==> config.mk <==
export PLATFORM = sky130hd
export DESIGN_NAME = membus_arbiter
export DESIGN_NICKNAME = d
export VERILOG_FILES = /design/src/rtl/membus_arbiter_pkg.sv /design/src/rtl/membus_arbiter.sv
export SDC_FILE = /design/constraint.sdc
export NUM_CORES = 1
export LEC_CHECK = 0
export BUFFER_PORTS_ARGS = -buffer_cell sky130_fd_sc_hd__buf_4
export CORE_AREA = 4 4 156 158
export CTS_BUF_LIST = sky130_fd_sc_hd__clkbuf_16
export CTS_CLUSTER_SIZE = 24
export DETAILED_ROUTE_END_ITERATION = 10
export DIE_AREA = 0 0 160 162
export GPL_ROUTABILITY_DRIVEN = 0
export PLACE_DENSITY = 0.36
export SKIP_LAST_GASP = 1
export SLEW_MARGIN = 20
export SYNTH_ARGS = -nofsm -noshare
export SYNTH_HDL_FRONTEND = slang
export SYNTH_SLANG_ARGS = --single-unit
==> constraint.sdc <==
create_clock -name clk -period 2 [get_ports clk]
set_input_delay 0.3 -clock clk [delete_from_list [all_inputs] [get_ports clk]]
set_output_delay 0.3 -clock clk [all_outputs]
set_load 0.01 [all_outputs]
==> src/rtl/membus_arbiter_pkg.sv <==
// MemBus request/response types and the arbiter state encoding shared by the memory-side blocks.
package meminf;

    typedef struct packed {
        logic        valid;
        logic        ready;
        logic [31:0] addr;
        logic        wen;
        logic [31:0] wdata;
    } MemBusReq;

    typedef struct packed {
        logic        valid;
        logic        error;
        logic [31:0] addr;
        logic [31:0] rdata;
    } MemBusResp;

    typedef enum logic [1:0] {
        ARB_IDLE,
        ARB_WAIT_I,
        ARB_WAIT_D
    } ArbState;

    // Grant encoding: 1 = data side, 0 = instruction side.
    localparam logic GNT_I = 1'b0;
    localparam logic GNT_D = 1'b1;

endpackage

==> src/rtl/membus_arbiter.sv <==
// Purpose: two-master (icache/dcache) to one-slave MemBus arbiter, one outstanding transaction.
// Latency: request passes through in 0 cycles; response forwarded combinationally to its issuer.
// Backpressure: mreq_ready relayed to the granted master only; a stalled grant is locked. Option: ARB_ROUND_ROBIN_EN.
module membus_arbiter
    import meminf::*;
#(
    parameter logic DEFAULT_PRIO = 1'b1
) (
    input  logic      clk,
    input  logic      reset,
    input  MemBusReq  ireq_in,
    output logic      ireq_ready,
    output MemBusResp iresp_out,
    input  MemBusReq  dreq_in,
    output logic      dreq_ready,
    output MemBusResp dresp_out,
    output MemBusReq  mreq_out,
    input  logic      mreq_ready,
    input  MemBusResp mresp_in
);

    ArbState state_q, state_d;
    logic    lock_q, lock_d;
    logic    lock_gnt_q, lock_gnt_d;
    logic    any_vld;
    logic    gnt;
    logic    tie_gnt;

`ifdef ARB_ROUND_ROBIN_EN
    logic last_grant_q, last_grant_d;
    logic rr_armed_q, rr_armed_d;

    // Until something has been accepted, the first tie falls back to DEFAULT_PRIO.
    assign tie_gnt = rr_armed_q ? ~last_grant_q : DEFAULT_PRIO;
`else
    assign tie_gnt = DEFAULT_PRIO;
`endif

    always_comb begin
        any_vld = ireq_in.valid | dreq_in.valid;
        if (lock_q) begin
            gnt = lock_gnt_q;
        end else if (ireq_in.valid && dreq_in.valid) begin
            gnt = tie_gnt;
        end else begin
            gnt = dreq_in.valid ? GNT_D : GNT_I;
        end
    end

    always_comb begin
        state_d    = state_q;
        lock_d     = lock_q;
        lock_gnt_d = lock_gnt_q;
`ifdef ARB_ROUND_ROBIN_EN
        last_grant_d = last_grant_q;
        rr_armed_d   = rr_armed_q;
`endif
        mreq_out       = (gnt == GNT_D) ? dreq_in : ireq_in;
        mreq_out.valid = 1'b0;
        mreq_out.ready = 1'b0;
        ireq_ready     = 1'b0;
        dreq_ready     = 1'b0;
        iresp_out       = mresp_in;
        dresp_out       = mresp_in;
        iresp_out.valid = 1'b0;
        dresp_out.valid = 1'b0;

        case (state_q)
            ARB_IDLE: begin
                if (any_vld) begin
                    mreq_out.valid = 1'b1;
                    ireq_ready     = (gnt == GNT_I) && mreq_ready;
                    dreq_ready     = (gnt == GNT_D) && mreq_ready;
                    if (mreq_ready) begin
                        state_d = (gnt == GNT_D) ? ARB_WAIT_D : ARB_WAIT_I;
                        lock_d  = 1'b0;
`ifdef ARB_ROUND_ROBIN_EN
                        last_grant_d = gnt;
                        rr_armed_d   = 1'b1;
`endif
                    end else begin
                        lock_d     = 1'b1;
                        lock_gnt_d = gnt;
                    end
                end
            end
            ARB_WAIT_I: begin
                iresp_out.valid = mresp_in.valid;
                if (mresp_in.valid) begin
                    state_d = ARB_IDLE;
                end
            end
            ARB_WAIT_D: begin
                dresp_out.valid = mresp_in.valid;
                if (mresp_in.valid) begin
                    state_d = ARB_IDLE;
                end
            end
            default: state_d = ARB_IDLE;
        endcase

        // Handshake bits are held low for the whole time reset is asserted.
        if (!reset) begin
            mreq_out.valid  = 1'b0;
            ireq_ready      = 1'b0;
            dreq_ready      = 1'b0;
            iresp_out.valid = 1'b0;
            dresp_out.valid = 1'b0;
        end
    end

    always_ff @(posedge clk) begin
        if (!reset) begin
            state_q    <= ARB_IDLE;
            lock_q     <= 1'b0;
            lock_gnt_q <= GNT_I;
`ifdef ARB_ROUND_ROBIN_EN
            last_grant_q <= DEFAULT_PRIO;
            rr_armed_q   <= 1'b0;
`endif
        end else begin
            state_q    <= state_d;
            lock_q     <= lock_d;
            lock_gnt_q <= lock_gnt_d;
`ifdef ARB_ROUND_ROBIN_EN
            last_grant_q <= last_grant_d;
            rr_armed_q   <= rr_armed_d;
`endif
        end
    end

endmodule
==> run_results.csv <==
group,metric,value,unit
layout,antenna-diode-count,0,
setup_path,criticalPathCategory,"register to output pin",
routing,dr_total_vias,1839,
grt,grt_max_degree,26,
yosys,ys_types,19,
sta,slew_viol_final,0,
sta,skew,0.144,ps
clocking,worstSkewPairLatency,230,ps
floorplan,core-area,23100,sq um
clocking,cts-root-buf,"clkbuf_16",
job,timing.max_cap.violations,0,
yosys,yosys.area.top_type_share,0.502,
grt,grt_usage,0.0536,
sta,clock.fmax,503,MHz
run_status,status,"finished, final reports clean",
grt,overflow,0,
routing,remaining_drc_errors,0,
yosys,synth_nets,442,
sta,finalSetupViolations,0,
floorplan,rows,56,
routing,wl_per_cell,14.9,um
sta,fin_ws,13.5,ps
power_and_ir_drop,p_leak,1.55,nW
floorplan,initial_utilization,0.0880,
clocking,cts_tree,"done",
routing,drt_first_iter_violations,51,
placed_design,numPortBuffers,205,
routing,routed_via_density,3.03,
yosys,ys_warn_count,0,
yosys,yosysTopAreaCell,"buf_4",
routing,wl,9030,um
routing,ant_nets,0,
setup_path,endpoint_kind,"output pin",
setup_path,path_max_fanout,6,
sta,tns,0,ps
clocking,cts.sinks,4,
sta,rsz0062_at_grt,"true",
floorplan,dieArea,25900,sq um
layout,finalNetCount,525,
clocking,htreeDepth,1,
grt,grt_pass1_vias,1895,
clocking,cts_buffers,3,
power_and_ir_drop,ir_drop,0.209,mV
placed_design,dpl.hpwl,6740,um
floorplan,io_pins,404,
clocking,clockBufferDepth,2,
sta,fin_hold_ws,373,ps
yosys,ys_seq_elements,4,
grt,antenna_found_initial,0,
sta,hold_viol_final,0,
layout,finalCoreUtilization,0.140,
floorplan,fp.dieW,160,um
routing,drt-pass1-iter-count,4,
grt,grt_pass1_wl,10800,um
layout,final_cell_area,3230,sq um
setup_path,cp.arrival,1690,ps
yosys,syn_inst,236,
yosys,netlist_area,2040,sq um
sta,fin_crit_sh,0.993,
placed_design,dp_slack,162,ps
clocking,cts_hold_buf,0,
setup_path,critPathLaunchType,"register",
sta,layout_min_cycle_time,1990,ps
layout,syn2layout_area_growth,58.9,%
floorplan,die_height,162,um
placed_design,dpl_cell_area,2940,sq um
yosys,ys_seq_area_frac,0.0393,
clocking,clk_pin_slew_worst_paths,30,ps
yosys,syn_area_per_cell,8.63,sq um
layout,layout_commonest_cell,"buf_4",
setup_path,cp.required,1700,ps
min_path,hp-class,"input pin to register",
yosys,synth_area_leaders,"buf_4 (50%), mux2_2 (36%), dfxtp_1 (3.9%)",
layout,layout_common_cells,"buf_4 (199), mux2_2 (57), buf_6 (11)",
power_and_ir_drop,p_per_area,433,nW/um^2
layout,drive_gt1_frac,0.902,
metal layers:
layer	GRT usage	up-vias	wire, um
met4	0.0231	0	358
met5	0	-	0
met2	0.111	153	4950
met3	0.0254	44	995
met1	0.0415	826	2730
li1	-	816	-
final timing paths:
kind	start	cells past startpoint	to	slack, ps
worst max-delay path	lock_q$_SDFFE_PN0N_	5	mreq_out[4]	10
worst min-delay path	mreq_ready	3	lock_gnt_q$_SDFFE_PN0P_	370
worst max register to register	state_q[0]$_SDFFE_PN0P_	5	state_q[1]$_SDFFE_PN0P_	680
worst min register to register	state_q[1]$_SDFFE_PN0P_	2	state_q[1]$_SDFFE_PN0P_	510
report_power, final:
part | switching (mW) | internal [mW]
logic | 0.376 | 0.614
clock network | 0.0584 | 0.256
registers | 0.00762 | 0.0890
total | 0.442 | 0.958
sequential cells by signal (all words and copies together), names as in the netlist:
signal / count
lock_gnt_q: 1
state_q: 2
lock_q: 1
worst max-delay path: stages, from the launching register on:
cell and delay (ps):
dfxtp_4 350, mux2i_4 270, buf_6 180, clkbuf_16 170
mux2_2 340, buf_4 140
cell type report:
type	count	area, sq um
Multi-Input combinational cell	89	938
Tap cell	290	363
Clock buffer	3	75.1
Fill cell	2609	19900
Timing Repair Buffer	216	1760
Sequential cell	4	83.8
Inverter	5	18.8
metrics by stage:
step / instances / total power [mW]
2_1_floorplan: 236 / 0.739
3_3_place_gp: 595 / 0.951
3_5_place_dp: 595 / 0.954
4_1_cts: 601 / 1.31
5_1_grt: 607 / 1.47
6_report: 607 / 1.40
cells in the mapped netlist:
cell type,number
o211a_1,1
ha_1,3
buf_4,136
or3_1,1
and3_1,3
o21ai_0,4
a21oi_1,1
a211oi_1,1
buf_6,1
conb_1,1
a2bb2oi_1,1
nor2_1,2
dfxtp_1,4
nand2_1,3
mux2i_2,1
inv_1,5
mux2_2,65
o32ai_1,2
buf_2,1
timing repair:
action                                  CTS  global route
gates resized for setup                   3            19
endpoints found under the hold margin     0             0
endpoints found under the setup margin   65            49
gates cloned                              1             5
pin swaps                                 0             0
buffers inserted                          2             1
logic make-up after synthesis:
logic type                 Yosys count  share of synthesized area
other                                1                    0.00184
buffers and inverters              143                      0.519
and+or+nand+nor                      9                     0.0215
DFF                                  4                     0.0393
AOI/OAI and AO/OA                   10                     0.0338
muxes                               66                      0.366
adders and majority gates            3                     0.0184
Note: power is estimated with default switching activity, not from simulation.
